<file path="src/rtl/rv_decode_stage.sv">
// rv_decode_stage: registered RV32I/RV64I decode stage with load-use stall, flush and illegal detection
module rv_decode_stage #(
  parameter int XLEN = 32
) (
  input  logic            clk,
  input  logic            reset,
  input  logic            flush,
  input  logic            in_valid,
  output logic            in_ready,
  input  logic [31:0]     in_instr,
  input  logic [XLEN-1:0] in_pc,
  input  logic            ex_mem_read,
  input  logic [4:0]      ex_rd,
  output logic            out_valid,
  input  logic            out_ready,
  output logic [XLEN-1:0] out_pc,
  output logic [4:0]      out_rs1,
  output logic [4:0]      out_rs2,
  output logic [4:0]      out_rd,
  output logic [2:0]      out_funct3,
  output logic [XLEN-1:0] out_imm,
  output logic [3:0]      out_alu_code,
  output logic            out_alu_src_a,
  output logic [1:0]      out_alu_src_b,
  output logic            out_mem_read,
  output logic            out_mem_write,
  output logic            out_mem_to_reg,
  output logic            out_reg_write,
  output logic            out_jump,
  output logic            out_jalr,
  output logic            out_branch,
  output logic            out_illegal
);
  localparam int SH = (XLEN == 64) ? 6 : 5;
  typedef struct packed {
    logic [XLEN-1:0] pc;
    logic [4:0]      rs1;
    logic [4:0]      rs2;
    logic [4:0]      rd;
    logic [2:0]      funct3;
    logic [XLEN-1:0] imm;
    logic [3:0]      alu_code;
    logic            alu_src_a;
    logic [1:0]      alu_src_b;
    logic            mem_read;
    logic            mem_write;
    logic            mem_to_reg;
    logic            reg_write;
    logic            jump;
    logic            jalr;
    logic            branch;
    logic            illegal;
  } bundle_t;
  bundle_t bundle_d, bundle_q, dec;
  logic valid_d, valid_q;
  logic [6:0] op, f7;
  logic [2:0] f3;
  logic is_r, is_i, is_ld, is_st, is_br, is_jal, is_jalr, is_lui, is_auipc, is_shift;
  logic ill, uses_rs1, uses_rs2, hazard, free, accept;
  logic [3:0] alu_f;
  logic signed [31:0] imm32;
  assign op       = in_instr[6:0];
  assign f3       = in_instr[14:12];
  assign f7       = in_instr[31:25];
  assign is_r     = op == 7'b0110011;
  assign is_i     = op == 7'b0010011;
  assign is_ld    = op == 7'b0000011;
  assign is_st    = op == 7'b0100011;
  assign is_br    = op == 7'b1100011;
  assign is_jal   = op == 7'b1101111;
  assign is_jalr  = op == 7'b1100111;
  assign is_lui   = op == 7'b0110111;
  assign is_auipc = op == 7'b0010111;
  assign is_shift = is_i && (f3 == 3'b001 || f3 == 3'b101);
  assign uses_rs1 = is_r || is_i || is_ld || is_st || is_br || is_jalr;
  assign uses_rs2 = is_r || is_st || is_br;
  assign hazard   = ex_mem_read && ex_rd != 5'd0 &&
                    ((uses_rs1 && in_instr[19:15] == ex_rd) || (uses_rs2 && in_instr[24:20] == ex_rd));
  assign free     = !valid_q || out_ready;
  assign in_ready = !reset && !flush && !hazard && free;
  assign accept   = in_valid && in_ready;
  assign ill = !(is_r || is_i || is_ld || is_st || is_br || is_jal || is_jalr || is_lui || is_auipc) ||
               (is_r && !(f7 == 7'b0 || (f7 == 7'b0100000 && (f3 == 3'b000 || f3 == 3'b101)))) ||
               (XLEN == 32 && is_shift && in_instr[25]);
  // instr[30] only distinguishes sub (R-type) and sra/srai
  always_comb begin
    alu_f = f3 == 3'b000 ? ((is_r && in_instr[30]) ? 4'd1 : 4'd0) :
            f3 == 3'b001 ? 4'd6 :
            f3 == 3'b010 ? 4'd9 :
            f3 == 3'b011 ? 4'd10 :
            f3 == 3'b100 ? 4'd4 :
            f3 == 3'b101 ? (in_instr[30] ? 4'd8 : 4'd7) :
            f3 == 3'b110 ? 4'd5 : 4'd3;
    imm32 = is_shift ? {{(32-SH){1'b0}}, in_instr[20 +: SH]} :
            (is_i || is_ld || is_jalr) ? {{20{in_instr[31]}}, in_instr[31:20]} :
            is_st ? {{20{in_instr[31]}}, in_instr[31:25], in_instr[11:7]} :
            is_br ? {{20{in_instr[31]}}, in_instr[7], in_instr[30:25], in_instr[11:8], 1'b0} :
            (is_lui || is_auipc) ? {in_instr[31:12], 12'b0} :
            is_jal ? {{12{in_instr[31]}}, in_instr[19:12], in_instr[20], in_instr[30:21], 1'b0} : 32'sd0;
  end
  always_comb begin
    dec            = '0;
    dec.pc         = in_pc;
    dec.rs1        = in_instr[19:15];
    dec.rs2        = in_instr[24:20];
    dec.rd         = in_instr[11:7];
    dec.funct3     = f3;
    dec.imm        = XLEN'(imm32);
    dec.alu_code   = is_lui ? 4'd2 : (is_r || is_i) ? alu_f : is_br ? 4'd1 : 4'd0;
    dec.alu_src_a  = is_jal || is_jalr || is_auipc;
    dec.alu_src_b  = (is_jal || is_jalr) ? 2'b10 : (is_r || is_br) ? 2'b00 : 2'b01;
    dec.mem_read   = !ill && is_ld;
    dec.mem_write  = !ill && is_st;
    dec.mem_to_reg = is_ld;
    dec.reg_write  = !ill && (is_r || is_i || is_ld || is_jalr || is_lui || is_auipc || is_jal);
    dec.jump       = !ill && (is_jal || is_jalr);
    dec.jalr       = is_jalr;
    dec.branch     = !ill && is_br;
    dec.illegal    = ill;
  end
  // flush and bubbles both leave a fully zeroed NOP behind
  always_comb begin
    valid_d  = accept ? 1'b1 : (flush || free) ? 1'b0 : valid_q;
    bundle_d = accept ? dec : (flush || free) ? bundle_t'('0) : bundle_q;
  end
  always_ff @(posedge clk) begin
    if (reset) begin
      valid_q  <= 1'b0;
      bundle_q <= '0;
    end else begin
      valid_q  <= valid_d;
      bundle_q <= bundle_d;
    end
  end
  assign out_valid      = valid_q;
  assign out_pc         = bundle_q.pc;
  assign out_rs1        = bundle_q.rs1;
  assign out_rs2        = bundle_q.rs2;
  assign out_rd         = bundle_q.rd;
  assign out_funct3     = bundle_q.funct3;
  assign out_imm        = bundle_q.imm;
  assign out_alu_code   = bundle_q.alu_code;
  assign out_alu_src_a  = bundle_q.alu_src_a;
  assign out_alu_src_b  = bundle_q.alu_src_b;
  assign out_mem_read   = bundle_q.mem_read;
  assign out_mem_write  = bundle_q.mem_write;
  assign out_mem_to_reg = bundle_q.mem_to_reg;
  assign out_reg_write  = bundle_q.reg_write;
  assign out_jump       = bundle_q.jump;
  assign out_jalr       = bundle_q.jalr;
  assign out_branch     = bundle_q.branch;
  assign out_illegal    = bundle_q.illegal;
endmodule

</file>
<file path="config.mk">
export PLATFORM = sky130hd
export DESIGN_NAME = rv_decode_stage
export DESIGN_NICKNAME = d
export VERILOG_FILES = /design/src/rtl/rv_decode_stage.sv
export SDC_FILE = /design/constraint.sdc
export NUM_CORES = 1
export LEC_CHECK = 0
export ABC_AREA = 1
export ABC_CLOCK_PERIOD_IN_PS = 1500
export CAP_MARGIN = 20
export CORE_MARGIN = 2
export CORE_UTILIZATION = 41
export CTS_CLUSTER_SIZE = 10
export DETAILED_ROUTE_END_ITERATION = 16
export HOLD_SLACK_MARGIN = 0.05
export PLACE_DENSITY_LB_ADDON = 0.2
export SETUP_SLACK_MARGIN = 0.2
export SYNTH_ARGS = -nofsm -noshare
export SYNTH_HDL_FRONTEND = slang
export SYNTH_SLANG_ARGS = --single-unit
</file>
<file path="constraint.sdc">
create_clock -name clk -period 1.5 [get_ports clk]
set_input_delay 0.225 -clock clk [delete_from_list [all_inputs] [get_ports clk]]
set_output_delay 0.225 -clock clk [all_outputs]
set_load 0.01 [all_outputs]
</file>
### Word level (Yosys, flattened, before mapping)

Cells that the tools add are included.

* register bits: 98
* input port bits: 75
* logic and storage cells: 118
* output and inout bits: 99

* equal/unequal tests: 18
* multiplexer cells: 24
* reduce and logical (&&, ||, !) cells: 58

Operator list (count)
* two-way mux 97 bit: 2
* two-way mux 32 bit: 6
* two-way mux 4 bit: 9
* logical OR 1 bit: 29
* equality test 7 x 6 -> 1 bit (second input constant): 4
* equality test 7 bit (second input constant): 3
* logical AND 1 bit: 18
* equality test 7 x 5 -> 1 bit (second input constant): 2
* equality test 5 bit: 2
* equality test 3 bit (second input constant): 3
* equality test 7 x 2 -> 1 bit (second input constant): 1
* zero test 1 bit: 7
* zero test 7 bit: 1
* equality test 3 x 2 -> 1 bit (second input constant): 2
* two-way mux 1 bit: 5
* nonzero test 5 bit: 1
* equality test 3 x 1 -> 1 bit (second input constant): 1
* zero test 3 bit: 1
* two-way mux 3 bit: 1
* two-way mux 2 bit: 1
* nonzero test 2 bit: 1

### Logic depth before layout (Yosys ltp)

* word-level depth: 15
* depth in mapped cells: 14
* mapped depth without buffers: 13

### Worst setup path after synthesis

OpenSTA, ideal clock, no wires.

* path kind: in2out
* from: input port reset
* to: output port in_ready
* arrival time: 1.446 ns
* setup slack: -0.171 ns
* stages: 6
* data required time: 1.275 ns
* cells stage by stage: clkbuf_1 nor3b_1 buf_2 buf_2 buf_2 a21boi_0

* cells in the longest elaborated chain, start to end: 4

RTL lines
* start: declaration: RTL line 6 `input logic reset,`
* zero test 1 bit: RTL line 80 `assign in_ready = !reset && !flush && !hazard && free;`
* logical AND 1 bit (3 in series): RTL line 80
* end: declaration: RTL line 9 `output logic in_ready,`

No other way between the ends.

### Worst setup path after layout

* from: input port in_instr[3]
* to: register bundle_q, in the netlist out_pc[17]

* cells in the longest elaborated chain, start to end: 14

RTL lines
* start: declaration: RTL line 10 `input logic [31:0] in_instr,`
* equality test 7 x 6 -> 1 bit or equality test 7 x 5 -> 1 bit (tied branches): RTL line 65, 66
* logical OR 1 bit (5 in series): RTL line 75 `assign uses_rs1 = is_r || is_i || is_ld || is_st || is_br || is_jalr;`
* logical AND 1 bit: RTL line 78 `((uses_rs1 && in_instr[19:15] == ex_rd) || (uses_rs2 && in_instr[24:20] == ex_rd));`
* logical OR 1 bit *: RTL line 78
* logical AND 1 bit *: RTL line 77 `assign hazard = ex_mem_read && ex_rd != 5'd0 &&`
* zero test 1 bit *: RTL line 80
* logical AND 1 bit * (2 in series): RTL line 80
* logical AND 1 bit *: RTL line 81 `assign accept = in_valid && in_ready;`
* two-way mux 97 bit or nonzero test 2 bit (tied branches)
* end signal: assignment: RTL line 132 `bundle_q <= bundle_d;`
* end: declaration: RTL line 54 `bundle_t bundle_d, bundle_q, dec;`

Every way passes the cells marked *; elsewhere a longest branch is shown, timed or not.
A chain may end at the register's enable or synchronous reset.

==> run_results.csv <==
group,metric,value,unit
run_status,status,"finished, violations left",
run_status,violations,"negative setup slack",
timing,fin_crit_sh,107,%
timing,max_freq,0.624,GHz
pwr,ir_worst_vdd,0.680,mV
critical_path,cp_slowest_stage_delay,0.16,ns
critical_path,rr_worst_depth,6,
place,place_area,0.00764,sq mm
hold_path,hold_depth,3,
synthesis,synth_area,0.00500,sq mm
critical_path,end_kind,"flop",
finish,stdcell_area,0.00847,sq mm
finish,num_antenna_cells,0,
synthesis,syn_avg_cell_area,6.64,sq um
timing,final.min_clock_period,1.60,ns
route,finalWirelength,19800,um
clock_network,cts.path.max_buffers,2,
critical_path,path_delay_family,"simple AND/OR/NAND/NOR gates",
die,die_area,0.0131,sq mm
synthesis,synth_nets,828,
die,pin_count,174,
finish,final_cell_mix,"nand2_1, a21oi_1, dlygate4sd2_1, dfxtp_1",
timing,fin_setup_tns,-4.29,ns
synthesis,synth_xor_area_share,0.526,%
timing,finalWorstSetupSlack,-0.102,ns
grt,antenna_found_initial,0,
die,start_util,41.8,%
route,post_drt_wl_per_cell,17.0,um
critical_path,critPathMaxFanout,6,
hold_path,hold_class,"input port to flop",
timing,slew_headroom,32.4,%
die,core_area,0.0120,sq mm
clock_network,root_buffer,"clkbuf_16",
critical_path,crit_path_start_kind,"input port",
route,drtPass1Iterations,5,
finish,nets,1089,
synthesis,synthCells,753,
critical_path,crit_type,"input port to flop",
route,antenna_left,0,
synthesis,synth_mux_area_share,0,%
critical_path,r2r_slack,0.01,ns
synthesis,synth_top_family_by_area,"simple AND/OR/NAND/NOR gates",
grt,grt_pass1_wl,30200,um
timing,rsz0062_at_grt,"yes",
pwr,power.density,708,mW/mm^2
route,num_vias,6370,
synthesis,synth_seq_cells,98,
hold_path,whs_endpoint,"out_rs1[4]$_SDFFE_PP0P_",
synthesis,synth_top_area_share,39.3,%
synthesis,synth_area_leaders,"dfxtp_1, nand2_1, nand4_1, a21oi_1, nor2_1",
critical_path,required,1.68,ns
critical_path,cp_data_arrival_time,1.79,ns
timing,finalSetupViolCount,97,
finish,drive_above_1_share,23.4,%
synthesis,synth_simple_gate_area_share,38.2,%
critical_path,critical_path_buf_inv_count,6,
synthesis,yosysWarnings,0,
clock_network,cts.sinks,98,
die,die_h,114,um
synthesis,ys_seq_area_share,39.3,%
grt,grt_overflow_total,0,
synthesis,synth_fa_ha_area_share,0,%
job,cap_violations,0,
clock_network,clk_latency,0.36,ns
timing,skew,0.00921,ns
clock_network,cts_tree,"built",
clock_network,cts-buffers-inserted,9,
finish,synthToLayoutAreaGrowth,69.6,%
die,die_w,114,um
synthesis,synth_compound_area_share,13.6,%
hold_path,hold_start,"in_instr[19]",
grt,grt_max_degree,99,
pwr,p_leak,0.00391,uW
timing,tightest_slew,1.01,ns
timing,finalHoldViolCount,0,
synthesis,yosys.area.top_type,"dfxtp_1",
clock_network,h-tree-depth,3,
place,gp_congestion,0.901,
grt,gr-usage-all-layers,29.2,%
clock_network,clkSlewWorstSetupHoldPaths,0.07,ns
place,dp_hpwl,13800,um
grt,grt_pass1_vias,5860,
critical_path,r2r_end,"out_jump$_SDFFE_PP0P_",
route,drtIter0Drc,495,
route,via_per_inst,5.46,
place,port_buffers,173,
critical_path,crit_chain,"buf_6 -> buf_12 -> clkinv_8 -> nand2_4 -> nor2_4 -> nand2_2 -> nand4_1 -> nand2_1 -> nand2_2 -> buf_6 -> nand2_8 -> buf_12 -> clkbuf_16 -> nand4_1 -> a21oi_1",
critical_path,r2r-start,"out_valid$_SDFFE_PP0P_",
die,num_rows,40,
clock_network,holdBufCountCts,0,
finish,mostFrequentLayoutCell,"nand2_1",
timing,slew_viol_final,0,
synthesis,ys_types,28,
critical_path,crit_path_top_delay_cell,"nor2_4",
route,drcViolationCount,0,
## Yosys cell counts, drive strengths merged
master and instances:
clkbuf 27, nand2 223, a21boi 1, or2 2, nor3 3, xnor2 3
a21oi 105, nand3 24, buf 28, nor3b 1, o21ai 26, a31oi 1
o31ai 1, nor2 69, nand4 94, and3 1, inv 46, dfxtp 98
## kinds of logic after synthesis
| group | count (synthesis) |
|---|---|
| AND/OR/NAND/NOR | 417 |
| XOR/XNOR | 3 |
| AO/OA/AOI/OAI | 134 |
| flip-flops | 98 |
| buffers and inverters | 101 |
## worst max path at each step
stage / from / to / slack, ns / cells after the start
CTS: out_valid$_SDFFE_PP0P_ / in_ready / -0.05 / 4
detailed placement: in_instr[4] / out_jump$_SDFFE_PP0P_ / -0.95 / 13
finish: in_instr[3] / out_pc[17]$_SDFFE_PP0P_ / -0.10 / 15
global route: in_instr[2] / out_pc[17]$_SDFFE_PP0P_ / -0.14 / 15
global placement: in_instr[3] / out_mem_read$_SDFFE_PP0P_ / -0.84 / 14
floorplan: in_instr[2] / out_imm[14]$_SDFFE_PP0P_ / 0.12 / 12
## where the power goes
group / total [uW] / switching, uW / internal [uW]
logic: 901 / 474 / 426
registers: 2640 / 14.2 / 2630
clock network: 2460 / 1120 / 1340
## worst reg2reg max path: stages, from the launching register on
cell	delay, ns
dfxtp_2	0.34
nand2_4	0.08
nor3b_4	0.23
buf_4	0.22
buf_12	0.20
nand4_1	0.19
a21oi_2	0.16
## repair_timing
action	CTS	global route
pin swaps	23	32
gates cloned	8	3
gates resized for setup	242	30
setup endpoints to repair	197	99
buffers inserted	14	2
hold endpoints to repair	0	0
## metal layers
| layer | track usage (%) | vias up | part of all wire [%] |
|---|---|---|---|
| met3 | 4.76 | 41 | 6.4 |
| met1 | 39.7 | 2976 | 44 |
| met4 | 8.86 | 0 | 2.4 |
| met2 | 47.7 | 271 | 47 |
| met5 | 0 | - | 0 |
| li1 | - | 3082 | - |
## area by class of cell
type / count / area (sq um)
fill: 1024 / 3490
timing repair buffer: 302 / 2910
multi-input combinational: 557 / 2880
sequential: 98 / 1960
clock buffer: 9 / 225
inverter: 46 / 205
tap: 147 / 184
clock inverter: 7 / 97.6
## metrics by stage
stage                     hold slack [ns]  std cells  utilization, %  setup slack [ns]  power (uW)
final                               0.199       1166            70.8            -0.102        6000
after global routing                0.207       1166            70.8            -0.139        6200
after CTS                           0.260       1161            70.1           -0.0474        6000
after detailed placement            0.455       1123            63.9            -0.955        3550
after global placement              0.450       1123            63.9            -0.835        3540
after floorplan                     0.388        753               -             0.119        3020
Power figures use the tool's default switching activity.
